==> src/rtl/framebuffer_scanout_pkg.sv <==
// Shared types and helpers for the framebuffer scanout path.
package typhoon_pkg;

  localparam int H_RES        = 640;
  localparam int V_RES        = 480;
  localparam int FRAME_PIXELS = H_RES * V_RES;

  typedef struct packed {
    logic [4:0] r;
    logic [5:0] g;
    logic [4:0] b;
  } rgb565_t;

  typedef enum logic [1:0] {
    IDLE,
    FETCH,
    DONE,
    DRAIN
  } scanout_state_t;

  // Widen each channel by replicating its top bits into the new LSBs.
  function automatic logic [23:0] rgb565_to_rgb888(input rgb565_t p);
    return {p.r, p.r[4:2], p.g, p.g[5:4], p.b, p.b[4:2]};
  endfunction

endpackage

==> src/rtl/framebuffer_scanout_fifo.sv <==
// Synchronous pixel FIFO with flush, occupancy level and empty/full flags.
module scanout_fifo #(
  parameter int DEPTH = 16,
  parameter int WIDTH = 16
) (
  input  logic                     clk,
  input  logic                     rst,
  input  logic                     flush,
  input  logic                     push,
  input  logic                     pop,
  input  logic [WIDTH-1:0]         wrData,
  output logic [WIDTH-1:0]         rdData,
  output logic [$clog2(DEPTH):0]   level,
  output logic                     empty,
  output logic                     full
);

  localparam int AW = $clog2(DEPTH);
  localparam int LW = AW + 1;

  logic [WIDTH-1:0] mem [DEPTH];
  logic [AW-1:0]    wrPtr;
  logic [AW-1:0]    rdPtr;
  logic             doPush;
  logic             doPop;

  assign empty  = (level == '0);
  assign full   = (level == LW'(DEPTH));
  assign doPush = push && !full;
  assign doPop  = pop && !empty;
  assign rdData = mem[rdPtr];

  always_ff @(posedge clk or posedge rst) begin
    if (rst) begin
      wrPtr <= '0;
      rdPtr <= '0;
      level <= '0;
    end else if (flush) begin
      wrPtr <= '0;
      rdPtr <= '0;
      level <= '0;
    end else begin
      if (doPush) wrPtr <= wrPtr + 1'b1;
      if (doPop)  rdPtr <= rdPtr + 1'b1;
      level <= level + LW'(doPush) - LW'(doPop);
    end
  end

  // Storage needs no reset; only the pointers define validity.
  always_ff @(posedge clk) begin
    if (doPush) mem[wrPtr] <= wrData;
  end

endmodule

==> src/rtl/framebuffer_scanout.sv <==
// Raster-order SRAM prefetch into a pixel FIFO, expanded to 8-bit VGA colour.
module framebuffer_scanout #(
  parameter int          FIFO_DEPTH      = 16,
  parameter int          MAX_OUTSTANDING = 4,
  parameter int          H_RES           = typhoon_pkg::H_RES,
  parameter int          V_RES           = typhoon_pkg::V_RES,
  parameter logic [19:0] FRAME1_BASE     = 20'h4B000,
  parameter logic [15:0] UNDERFLOW_COLOR = 16'hF81F
) (
  input  logic                          BOARD_CLK,
  input  logic                          Reset,
  input  logic                          frameStart,
  input  logic                          doubleBuffer,
  input  logic                          pixelStrobe,
  input  logic                          blankN,
  output logic                          readReq,
  output logic [19:0]                   readAddress,
  input  logic                          readGrant,
  input  logic                          dataReady,
  input  logic [15:0]                   DataFromSRAM,
  output logic [7:0]                    VGA_R,
  output logic [7:0]                    VGA_G,
  output logic [7:0]                    VGA_B,
  output logic                          underflow,
  output logic [$clog2(FIFO_DEPTH):0]   fifoLevel
);

  import typhoon_pkg::*;

  localparam int          OW         = $clog2(MAX_OUTSTANDING + 1);
  localparam logic [19:0] LAST_INDEX = 20'(H_RES * V_RES - 1);

  scanout_state_t state;
  scanout_state_t stateNext;

  logic [19:0]   pixIndex;
  logic [OW-1:0] outstanding;
  logic [OW-1:0] outstandingNext;
  logic [OW-1:0] discardCount;
  logic [31:0]   inFlight;
  logic          transfer;
  logic          push;
  logic          pop;
  logic          fifoEmpty;
  logic          fifoFull;
  logic [15:0]   fifoData;

  assign transfer = readReq && readGrant;
  assign inFlight = 32'(fifoLevel) + 32'(outstanding);
  assign push     = dataReady && (discardCount == '0);
  assign pop      = pixelStrobe && blankN && !fifoEmpty;

  always_comb begin
    outstandingNext = outstanding;
    if (transfer && !dataReady)      outstandingNext = outstanding + 1'b1;
    else if (!transfer && dataReady) outstandingNext = outstanding - 1'b1;
  end

  always_ff @(posedge BOARD_CLK or posedge Reset) begin
    if (Reset) state <= IDLE;
    else       state <= stateNext;
  end

  always_comb begin
    stateNext = state;
    if (frameStart) begin
      stateNext = (outstandingNext != '0) ? DRAIN : FETCH;
    end else begin
      case (state)
        FETCH:   if (transfer && pixIndex == LAST_INDEX) stateNext = DONE;
        DRAIN:   if (outstanding == '0) stateNext = FETCH;
        default: stateNext = state;
      endcase
    end
  end

  always_comb begin
    readReq = (state == FETCH)
           && (inFlight < 32'(FIFO_DEPTH))
           && (32'(outstanding) < 32'(MAX_OUTSTANDING));
  end

  // The frame base is loaded straight into the address counter, so no separate base register is kept.
  always_ff @(posedge BOARD_CLK or posedge Reset) begin
    if (Reset) begin
      readAddress  <= '0;
      pixIndex     <= '0;
      outstanding  <= '0;
      discardCount <= '0;
    end else begin
      outstanding <= outstandingNext;
      if (frameStart) begin
        readAddress  <= doubleBuffer ? FRAME1_BASE : '0;
        pixIndex     <= '0;
        discardCount <= outstandingNext;
      end else begin
        if (transfer) begin
          readAddress <= readAddress + 1'b1;
          pixIndex    <= pixIndex + 1'b1;
        end
        if (dataReady && discardCount != '0) discardCount <= discardCount - 1'b1;
      end
    end
  end

  scanout_fifo #(
    .DEPTH (FIFO_DEPTH),
    .WIDTH (16)
  ) pixelFifo (
    .clk    (BOARD_CLK),
    .rst    (Reset),
    .flush  (frameStart),
    .push   (push),
    .pop    (pop),
    .wrData (DataFromSRAM),
    .rdData (fifoData),
    .level  (fifoLevel),
    .empty  (fifoEmpty),
    .full   (fifoFull)
  );

  always_ff @(posedge BOARD_CLK or posedge Reset) begin
    if (Reset) begin
      {VGA_R, VGA_G, VGA_B} <= '0;
      underflow             <= 1'b0;
    end else begin
      if (pixelStrobe) begin
        if (!blankN)        {VGA_R, VGA_G, VGA_B} <= '0;
        else if (fifoEmpty) {VGA_R, VGA_G, VGA_B} <= rgb565_to_rgb888(rgb565_t'(UNDERFLOW_COLOR));
        else                {VGA_R, VGA_G, VGA_B} <= rgb565_to_rgb888(rgb565_t'(fifoData));
      end
      if (frameStart)                                underflow <= 1'b0;
      else if (pixelStrobe && blankN && fifoEmpty)   underflow <= 1'b1;
    end
  end

  // Credit accounting guarantees a return never finds the FIFO full.
  assert property (@(posedge BOARD_CLK) disable iff (Reset) !(push && fifoFull));

endmodule

==> config.mk <==
export PLATFORM = sky130hd
export DESIGN_NAME = framebuffer_scanout
export DESIGN_NICKNAME = d
export VERILOG_FILES = /design/src/rtl/framebuffer_scanout_pkg.sv /design/src/rtl/framebuffer_scanout_fifo.sv /design/src/rtl/framebuffer_scanout.sv
export SDC_FILE = /design/constraint.sdc
export NUM_CORES = 1
export LEC_CHECK = 0
export CAP_MARGIN = 20
export CORE_MARGIN = 4
export CORE_UTILIZATION = 50
export DETAILED_ROUTE_END_ITERATION = 8
export PLACE_DENSITY = 0.68
export RECOVER_POWER = 25
export REMOVE_ABC_BUFFERS = 1
export SLEW_MARGIN = 0
export SYNTH_ARGS = -nofsm -noshare
export SYNTH_HDL_FRONTEND = slang
export SYNTH_HIERARCHICAL = 1
export SYNTH_SLANG_ARGS = --single-unit
==> constraint.sdc <==
create_clock -name BOARD_CLK -period 8.7 [get_ports BOARD_CLK]
set_input_delay 0.87 -clock BOARD_CLK [delete_from_list [all_inputs] [get_ports BOARD_CLK]]
set_output_delay 0.87 -clock BOARD_CLK [all_outputs]
set_load 0.01 [all_outputs]
**Word-level counts from Yosys, hierarchy flattened**

Memory sizes are Yosys's and may differ from the RTL's.
Index checks and enable logic that the tools add are counted.

- $lt $le $gt $ge: 2
- Muxes and demuxes: 29
- Reductions and logical operators: 29
- $add $sub $neg: 10
- Equality and inequality tests: 6

Operators by type and width:

| operator | count |
|---|---|
| $mux 20 | 4 |
| $mux 8 | 6 |
| $add 20x1->20 const B | 2 |
| $eq 20x19->1 const B | 1 |
| $mux 19 | 1 |
| $mux 4 | 4 |
| $logic_and 1x1->1 | 13 |
| $mux 3 | 4 |
| $reduce_bool 2->1 | 5 |
| $reduce_bool 3->1 | 3 |
| $add 4x1->4 const B | 2 |
| $mux 2 | 4 |
| $add 5x3->6 | 1 |
| $logic_not 3->1 | 2 |
| $lt 6x5->1 const B | 1 |
| $ne 3x3->1 const B | 2 |
| $sub 3x1->3 const B | 2 |
| $add 5x1->5 | 1 |
| $eq 5x5->1 const B | 1 |
| $logic_not 5->1 | 1 |
| $mux 5 | 1 |
| $sub 5x1->5 | 1 |
| $logic_not 1->1 | 4 |
| $mux 1 | 4 |
| other kinds (6) | 6 |

- Bits in writable memories: 256
- Word-level logic and storage cells: 89
- Memories kept: 1
- Output and inout port bits: 51
- Bits of input ports: 24
- Register bits: 86

Memory list:

| name | words | width | read ports | clocked after memory_dff | wr ports | line | text |
|---|---|---|---|---|---|---|---|
| pixelFifo.mem | 16 | 16 | 1 | 0 | 1 | framebuffer_scanout_fifo.sv:21 | `logic [WIDTH-1:0] mem [DEPTH];` |

**Longest topological paths before layout**

Gate-level depths: netlist (run 1).

- Depth in word-level cells: 12
- Mapped depth: 16
- Mapped depth without buffers: 16

**Modules after synthesis**

The synthesis (run 1) kept the hierarchy.

By module, submodules not included:

| module | seq. area each (µm²) | times used | area an instance (µm²) | cells an instance |
|---|---|---|---|---|
| scanout_fifo | 8012.7 | 1 | 10690.3 | 557 |
| framebuffer_scanout | 1626.6 | 1 | 3617.2 | 382 |

**Least setup slack after synthesis (run 1)**

No wires, ideal clock.

- Path type: in2reg
- From: input dataReady
- To: memory pixelFifo.mem[3][0] (enable)
- Slack: 4.823 ns
- Buffers on the path: 2
- Data arrival time: 3.447 ns
- Setup time: 0.430 ns
- Stages: 7
- Data required time: 8.270 ns
- Path through: clkbuf_1 > inv_1 > nor3_1 > and2_1 > buf_2 > inv_2 > nor4_1

- Longest elaborated chain between the ends: 4

RTL lines:

| item | line | text |
|---|---|---|
| from (decl) | framebuffer_scanout.sv:19 | `input logic dataReady,` |
| $logic_and 1x1->1 | framebuffer_scanout.sv:50 | `assign push = dataReady && (discardCount == '0);` |
| net push | framebuffer_scanout.sv:42 | `logic push;` |
| $logic_and 1x1->1 | framebuffer_scanout_fifo.sv:29 | `assign doPush = push && !full;` |
| $mux 1 | framebuffer_scanout_fifo.sv:51 | `if (doPush) mem[wrPtr] <= wrData;` |
| $mux 1 (not written as such) | framebuffer_scanout_fifo.sv:51 |  |
| to (decl) | framebuffer_scanout_fifo.sv:21 |  |

The timed path passes the listed nets, and every way through them passes these cells.

**Worst setup path in the final report (run 1)**

- From: register pixelFifo.level[3]
- To: register pixelFifo.level[4]

- Longest elaborated chain between the ends: 6
- Elaborated cells between the ends (all ways): 10
- Classes of those cells: add/sub (2); eq/ne (1); mux (1); reduce/logical (6)

RTL lines:

| item | line | text |
|---|---|---|
| from (decl) | framebuffer_scanout_fifo.sv:13 | `output logic [$clog2(DEPTH):0] level,` |
| from (signal assigned) | framebuffer_scanout_fifo.sv:45 | `level <= level + LW'(doPush) - LW'(doPop);` |
| $logic_not 5->1 | framebuffer_scanout_fifo.sv:27 | `assign empty = (level == '0);` |
| net fifoEmpty | framebuffer_scanout.sv:44 | `logic fifoEmpty;` |
| $logic_not 1->1 | framebuffer_scanout.sv:51 | `assign pop = pixelStrobe && blankN && !fifoEmpty;` |
| $logic_and 1x1->1 | framebuffer_scanout.sv:51 |  |
| net pop | framebuffer_scanout.sv:43 | `logic pop;` |
| $logic_and 1x1->1 | framebuffer_scanout_fifo.sv:30 | `assign doPop = pop && !empty;` |
| $sub 5x1->5 | framebuffer_scanout_fifo.sv:45 |  |
| $mux 5 | framebuffer_scanout_fifo.sv:38 | `end else if (flush) begin` |

The timed path passes the listed nets, and every way through them passes these cells.
A chain may end at the register's enable or synchronous reset.

==> reports/qor.yml, run 1 <==
outcome:
  run_status: "complete, no violations"
clock_network:
  post_cts_buffers: 0
  cts_tree: "built"
  cts_num_sinks: 334
  htreeDepth: 2
  cts_buffers: 35
  clk_pin_slew_ns: 0.06
  ctsResizeCount: 0
  insertion_delay_ns: 0.51
  cts.hold.buffers_added: 0
  clockBufferDepth: 3
  cts_root_buffer: "clkbuf_16"
sta:
  tns_ns: 0
  finalSetupViolCount: 0
  max_freq_mhz: 264.0
  slew_headroom_pct: 39.28
  layout_worst_path_cycle_share_pct: 43.54
  timing.final.max_slew_violations: 0
  grt_setup_unrepaired: "false"
  finalHoldViolations: 0
  worst_pin_slew_ns: 0.9098
  fin_ws_ns: 4.912
  skew_ns: 0.01708
  fin_crit_ns: 3.788
global_routing:
  grt-ovfl-total: 0
  grt_pass1_vias: 8158
  grt_max_degree: 66
  antenna_found_initial: 0
  grt_pass1_wl_um: 47620
  grt_usage_pct: 19.70
yosys:
  yosys_most_used_dff: "edfxtp_1"
  synth_cell_types: 67
  synth-seq-cells: 334
  yosysWarningCount: 6
  yosysSeqAreaShare_pct: 67.37
  synth_edf_count: 256
  netlist_instances: 939
  synth_area_mm2: 0.01431
  synth.avg_cell_area_um2: 15.24
  async_reset_ff_share_pct: 23.35
power_and_ir_drop:
  p_leak_nw: 5.623
  power_density_mw_per_mm2: 243.3
  power_mw: 4.012
  vdd_drop_max_mv: 0.1910
detailed_routing:
  drt_pass1_iterations: 5
  post_drt_wl_per_cell_um: 21.54
  initialDrtViolationCount: 691
  via_per_inst: 5.745
  ant_nets: 0
  finalWirelength_um: 30530
  vias: 8141
  drcViolationCount: 0
finish:
  stdcell_area_mm2: 0.01649
  syn_to_final_growth_pct: 15.25
  multi_input_area_mm2: 0.004229
  nets: 1057
  drive_gt1_share_pct: 16.09
  final-seq-area_mm2: 0.009643
  fillers: 2166
  fin_cells: 1417
place:
  hpwl_um: 19630
  post_dp_cell_area_mm2: 0.01538
  gp_congestion: 0.8213
  dp_cells: 1352
  dp_slack_ns: 4.612
  io_buffers: 74
die:
  die_h_um: 177.2
  initial_core_util_pct: 51.08
  io-pin-count: 75
  core_area_mm2: 0.02801
  die-area_mm2: 0.03139
  die_w_um: 177.2
  num_rows: 61
setup_path:
  cp-start-kind: "flip-flop"
  critPathTopFamily: "simple AND/OR/NAND/NOR gates"
  crit_type: "reg2reg"
  critPathBufInv: 5
  crit_top_cell: "inv_1"
  critPathRequiredTime_ns: 9.05
  cp.arrival_ns: 4.13
  cp-end-kind: "flip-flop"
  cp_max_fo: 12
  crit_path_max_incr_delay_ns: 0.68
  cp_slowest_cell: "or4b_2"
  crit_chain: "inv_1, ha_1, or4b_2, inv_1, nor2_1, nand2_1, inv_1, ha_1, inv_1, ha_1, inv_1, fa_1, nor2b_1, o21bai_1, a21oi_1, nor3b_1"
hold_path:
  hold_path.class: "reg2reg"
flow_run:
  cap_violations: 0
-- layout make-up --
| type | instances | share of cell area, % |
|---|---|---|
| antenna | 1 | 0.01518 |
| sequential | 334 | 58.48 |
| inverter | 44 | 1.002 |
| clock inverter | 12 | 0.7360 |
| timing repair buffer | 93 | 5.327 |
| multi-input combinational | 504 | 25.65 |
| clock buffer | 51 | 5.926 |
| tap | 378 | 2.868 |
-- worst paths after layout --
kind                                         start                 end  cells past startpoint  slack, ns
worst max-delay path            pixelFifo/level[3]  pixelFifo/level[4]                     16       4.91
worst min-delay path                      VGA_R[3]            VGA_R[3]                      2       0.52
worst max register to register  pixelFifo/level[3]  pixelFifo/level[4]                     16       4.91
worst min register to register            VGA_R[3]            VGA_R[3]                      2       0.52
max in group asynchronous                    Reset     readAddress[11]                      3       7.01
min in group asynchronous                    Reset  pixelFifo/rdPtr[2]                      2       0.89
-- cells in the mapped netlist, types with 22 or more instances --
cell	number	area share [%]
edfxtp_1	256	54
dfrtp_1	78	14
nor2_1	50	1.3
inv_1	43	1.1
mux2_2	35	2.8
mux2i_1	35	2.4
nand2_1	35	0.92
mux4_2	32	5.0
xnor2_1	31	1.9
nor3_1	29	1.0
o21ai_0	23	0.80
clkbuf_1	22	0.58
-- flip-flops by register name, indices dropped and copies added (netlist names) --
signal and count:
pixelFifo/mem 256, pixIndex 20, readAddress 20, VGA_G 6
VGA_B 5, VGA_R 5, pixelFifo/level 5, pixelFifo/rdPtr 4
pixelFifo/wrPtr 4, discardCount 3, outstanding 3, state 2
underflow 1
-- cells in the final DEF, fill, tap and decap left out, drive strengths merged, types with 32 or more instances in the layout --
cell / count
edfxtp: 256
dfrtp: 78
clkdlybuf4s50: 59
nor2: 51
clkbuf: 51
inv: 45
nand2: 36
mux2: 35
mux2i: 35
nor3: 34
mux4: 32
-- power breakdown --
part | internal [mW] | switching, mW | leakage (nW)
sequential | 1.78 | 0.0868 | 3.33
combinational | 0.339 | 0.369 | 1.75
clock | 0.843 | 0.592 | 0.537
total | 2.96 | 1.05 | 5.62
-- cells by family (layout without fill, tap and decap cells) --
logic type | count (synthesis) | count (layout) | share of synthesized area, %
AOI/OAI and AO/OA | 116 | 116 | 5.868
xor gates and xnor gates | 41 | 41 | 2.510
adders and majority gates | 21 | 21 | 1.889
buffers and inverters | 101 | 200 | 3.454
DFF | 334 | 334 | 67.37
muxes | 102 | 102 | 10.24
other | 0 | 1 | 0
and+or+nand+nor | 224 | 224 | 8.667
-- metal layers --
layer | wire [um] | GRT usage (%) | vias to the layer above
li1 | - | - | 3728
met1 | 14320 | 30.24 | 4115
met2 | 13800 | 29.44 | 247
met3 | 1800 | 3.525 | 51
met4 | 600 | 5.093 | 0
met5 | 0 | 0 | -
-- worst reg2reg max path, stage by stage (launching register included) --
cell      delay (ns)
dfrtp_1         0.44
inv_1           0.11
ha_1            0.16
or4b_2          0.68
inv_1           0.34
nor2_1          0.25
nand2_1         0.19
inv_1           0.06
ha_1            0.28
inv_1           0.05
ha_1            0.16
inv_1           0.05
fa_1            0.37
nor2b_1         0.17
o21bai_1        0.11
a21oi_1         0.15
nor3b_1         0.06
-- through the flow --
| stage | util [%] | hold slack, ns |
|---|---|---|
| floorplan | - | 0.4911 |
| global placement | 54.91 | 0.5154 |
| detailed placement | 54.91 | 0.5148 |
| CTS | 58.83 | 0.5242 |
| global route | 58.86 | 0.5667 |
| finish | 58.87 | 0.5173 |
(Power assumes the default switching activity.)
==> run 2, diff against run 1 <==
Settings changed: PLACE_DENSITY 0.68 to 0.71.
Clock period 8.7 ns to 3.3 ns, I/O delays scaled along.
==> reports/qor.yml, run 2 (same netlist as run 1, synthesis figures left out) <==
outcome:
  run_status: "complete, but fails checks"
  violations: "max-capacitance violations, max-slew violations"
sta:
  tns_ns: 0
  fin_crit_ns: 3.013
  holdWs_ns: 0.2679
  skew_ns: 0.01449
  worst_pin_slew_ns: 1.905
  finalSetupViolCount: 0
  fin_ws_ns: 0.2867
  max_freq_mhz: 331.9
  timing.final.max_slew_violations: 35
  grt_setup_unrepaired: "false"
  layout_worst_path_cycle_share_pct: 91.31
  finalHoldViolations: 0
  slew_headroom_pct: -27.03
setup_path:
  critPathRequiredTime_ns: 3.69
  cp-end-kind: "flip-flop"
  cp-start-kind: "flip-flop"
  cp.arrival_ns: 3.41
  cp_max_fo: 5
  crit_type: "reg2reg"
power_and_ir_drop:
  power_density_mw_per_mm2: 638.2
  vdd_drop_max_mv: 0.4442
  p_leak_nw: 5.819
  power_mw: 10.73
finish:
  stdcell_area_mm2: 0.01682
  layout_commonest_cell: "edfxtp_1"
  diodes: 0
  layout_common_cells: "256 x edfxtp_1, 77 x dfrtp_1, 65 x clkdlybuf4s50_1, 49 x buf_4, 46 x nor2_1"
  nets: 1093
  top_register: "pixelFifo/mem"
  largestRegisters: "pixelFifo/mem (256), pixIndex (20), readAddress (20)"
  drive_gt1_share_pct: 18.90
  largest_reg_flops: 256
  syn_to_final_growth_pct: 17.55
clock_network:
  clockBufferDepth: 3
  cts_buffers: 36
  cts_root_buffer: "clkbuf_16"
  cts_tree: "built"
  htreeDepth: 2
  insertion_delay_ns: 0.52
  clk_pin_slew_ns: 0.06
  cts_num_sinks: 334
  post_cts_buffers: 0
global_routing:
  grt_pass1_wl_um: 49040
  grt_usage_pct: 20.32
  grt_pass1_vias: 8514
  grt_max_degree: 37
  grt-ovfl-total: 0
  antenna_found_initial: 0
detailed_routing:
  via_per_inst: 5.769
  drt_pass1_iterations: 5
  finalWirelength_um: 31770
  ant_nets: 0
  initialDrtViolationCount: 643
  drcViolationCount: 0
  post_drt_wl_per_cell_um: 21.88
  vias: 8377
die:
  core_area_mm2: 0.02801
  initial_core_util_pct: 51.08
  die_h_um: 177.2
  die-area_mm2: 0.03139
  io-pin-count: 75
  num_rows: 61
  die_w_um: 177.2
place:
  gp_congestion: 0.8240
  post_dp_cell_area_mm2: 0.01569
  dp_slack_ns: 0.1438
  io_buffers: 74
  hpwl_um: 20160
hold_path:
  hold_path.class: "in2async"
flow_run:
  cap_violations: 1
## run 2: worst paths after layout
kind	start	to	slack (ns)	cells past startpoint
worst max-delay path	pixelFifo/level[2]	pixelFifo/level[4]	0.29	16
worst min-delay path	Reset	VGA_G[6]	0.27	2
worst max register to register	pixelFifo/level[2]	pixelFifo/level[4]	0.29	16
worst min register to register	VGA_G[2]	VGA_G[2]	0.52	2
max in group asynchronous	Reset	readAddress[18]	0.91	3
min in group BOARD_CLK	frameStart	pixIndex[2]	0.34	2
## run 2: metal layers
layer,vias to the layer above,track usage [%],part of all wire [%]
met5,-,0,0
met4,0,5.351,2.2
met3,43,3.140,5.3
met2,268,35.30,51
met1,4266,26.96,42
li1,3800,-,-
## run 2: worst max-delay path: stages, from the launching register on
cell and delay (ns):
dfrtp_1 0.38, inv_1 0.09, ha_1 0.18, or4b_4 0.51, inv_1 0.10, nor2_1 0.06
nand2_1 0.12, inv_1 0.06, ha_1 0.28, inv_1 0.05, ha_1 0.15, inv_1 0.05
fa_1 0.37, nor2b_1 0.15, o21bai_1 0.10, a21oi_1 0.17, nor3b_1 0.06
## run 2: through the flow
| stage | std cells | util [%] |
|---|---|---|
| 6_report | 1452 | 60.04 |
| 5_1_grt | 1452 | 60.04 |
| 4_1_cts | 1452 | 60.06 |
| 3_5_place_dp | 1388 | 56.01 |
| 3_3_place_gp | 1388 | 56.01 |
| 2_1_floorplan | 882 | - |
## run 2: final cells by class
type,count,area (um2)
inverter,44,165.2
fill,2143,11190
clock buffer,45,954.7
clock inverter,19,178.9
timing repair buffer,128,1171
sequential,334,9643
multi-input combinational,504,4233
tap,378,473.0
## run 2: timing repair
item / CTS / global route
setup endpoints to repair: 0 / 1
hold endpoints to repair: 0 / 0
hold buffers: 0 / 0
gates resized for setup: 0 / 1
## run 2: power breakdown
group	total [mW]	internal [mW]	switching, mW
Combinational	2.00	0.992	1.01
Sequential	4.88	4.70	0.185
Clock	3.85	2.23	1.62
Total	10.7	7.92	2.81
==> run 3, diff against run 2 <==
Settings changed: RECOVER_POWER 25 to 100.
==> reports/qor.yml, run 3 (same netlist as run 1, synthesis figures left out) <==
die:
  num_rows: 61
  initial_core_util_pct: 51.08
  die_h_um: 177.2
  die-area_mm2: 0.03139
  die_w_um: 177.2
  io-pin-count: 75
  core_area_mm2: 0.02801
flow_run:
  cap_violations: 1
setup_path:
  reg2reg_depth: 16
  worstReg2RegStart: "pixelFifo/level[2]"
  crit_type: "reg2out"
  crit_chain: "clkbuf_1, ha_1, and4_1, o21a_1, nor2_1, dlygate4sd3_1"
  cp-start-kind: "flip-flop"
  crit_path_max_incr_delay_ns: 0.63
  reg2reg_slack_ns: 0.30
  cp-end-kind: "primary output"
  cp_max_fo: 9
  cp.arrival_ns: 2.74
  cp_slowest_cell: "dlygate4sd3_1"
  critPathRequiredTime_ns: 2.97
  rr_endpoint: "pixelFifo/level[4]"
finish:
  syn_to_final_growth_pct: 16.13
  top_register: "pixelFifo/mem"
  layout_common_cells: "256 x edfxtp_1, 77 x dfrtp_1, 68 x dlygate4sd3_1, 49 x nor2_1, 44 x inv_1"
  drive_gt1_share_pct: 15.08
  stdcell_area_mm2: 0.01661
  largestRegisters: "pixelFifo/mem (256), pixIndex (20), readAddress (20)"
  nets: 1093
  largest_reg_flops: 256
  diodes: 0
  layout_commonest_cell: "edfxtp_1"
detailed_routing:
  finalWirelength_um: 31830
  initialDrtViolationCount: 644
  drt_pass1_iterations: 7
  via_per_inst: 5.773
  ant_nets: 0
  vias: 8383
  post_drt_wl_per_cell_um: 21.92
  drcViolationCount: 0
place:
  io_buffers: 74
  hpwl_um: 20160
  gp_congestion: 0.8240
  post_dp_cell_area_mm2: 0.01569
global_routing:
  antenna_found_initial: 0
  met1_usage_pct: 26.96
  grt_usage_pct: 20.32
  busiest_layer: "met2"
  grt_max_degree: 37
  grt_pass1_wl_um: 49040
  grt_pass1_vias: 8514
  grtUsageMet2_pct: 35.30
  grt-ovfl-total: 0
  grt_use_met3_pct: 3.140
clock_network:
  cts_tree: "built"
  clockBufferDepth: 3
  cts_num_sinks: 334
  cts_buffers: 36
  htreeDepth: 2
  cts.hold.buffers_added: 0
  clk_pin_slew_ns: 0.06
  insertion_delay_ns: 0.52
  cts_root_buffer: "clkbuf_16"
hold_path:
  hold_path.class: "in2async"
sta:
  finalSetupViolCount: 0
  tns_ns: 0
  slew_headroom_pct: -27.28
  skew_ns: 0.01497
  max_freq_mhz: 325.3
  layout_worst_path_cycle_share_pct: 93.15
  holdWs_ns: 0.2676
  grt_setup_unrepaired: "false"
  worst_pin_slew_ns: 1.909
  fin_crit_ns: 3.074
  finalHoldViolations: 0
  timing.final.max_slew_violations: 35
power_and_ir_drop:
  p_leak_nw: 5.833
  power_mw: 10.65
  vdd_drop_max_mv: 0.4338
  power_density_mw_per_mm2: 640.7
outcome:
  run_status: "complete, but fails checks"
  violations: "max-capacitance violations, max-slew violations"
[run 3: worst max path at each step]
stage	from	end	slack (ns)	depth (start not counted)
after detailed placement	pixelFifo/level[2]	pixelFifo/level[4]	0.14	16
after global routing	pixelFifo/level[1]	readAddress[16]	0.05	8
after global placement	pixelFifo/level[2]	pixelFifo/level[4]	0.23	16
after floorplan	pixelFifo/rdPtr[0]	VGA_B[2]	-1.17	4
final	pixelFifo/level[1]	readReq	0.23	6
after CTS	pixelFifo/level[2]	pixelFifo/level[4]	0.12	16
[run 3: through the flow]
stage / cells / setup slack [ns] / utilization, %
final: 1452 / 0.2259 / 59.32
after global routing: 1452 / 0.05286 / 59.32
after CTS: 1452 / 0.1166 / 60.06
after detailed placement: 1388 / 0.1438 / 56.01
after global placement: 1388 / 0.2260 / 56.01
after floorplan: 882 / -1.167 / -
[run 3: routing by layer]
| layer | share of wire, % | up-vias |
|---|---|---|
| met5 | 0 | - |
| met4 | 2.2 | 0 |
| met3 | 5.5 | 43 |
| met2 | 51 | 278 |
| met1 | 41 | 4255 |
| li1 | - | 3807 |
[run 3: final cells by class]
class / instances / area [um2]
clock inverters: 19 / 178.9
multi-input cells: 504 / 4134
flip-flops and latches: 334 / 9643
fillers: 2197 / 11400
well taps: 378 / 473.0
repair buffers: 128 / 1066
clock buffers: 45 / 954.7
inverters: 44 / 165.2
[run 3: power by group]
part	total [mW]	switching (mW)	internal, mW
clock	3.85	1.62	2.23
sequential	4.88	0.181	4.70
combinational	1.92	0.996	0.920
[run 3: critical path, delay by kind of cell (launching register included)]
family	cells	cell delay, ns
buffers and inverters	2	0.92
DFF	1	0.36
AOI/OAI and AO/OA	1	0.33
and+or+nand+nor	2	0.32
adders and majority gates	1	0.29
[run 3: what timing repair did]
action | in CTS | in global routing
setup buffers | 0 | 0
setup endpoints to repair | 0 | 1
resized for setup | 0 | 1
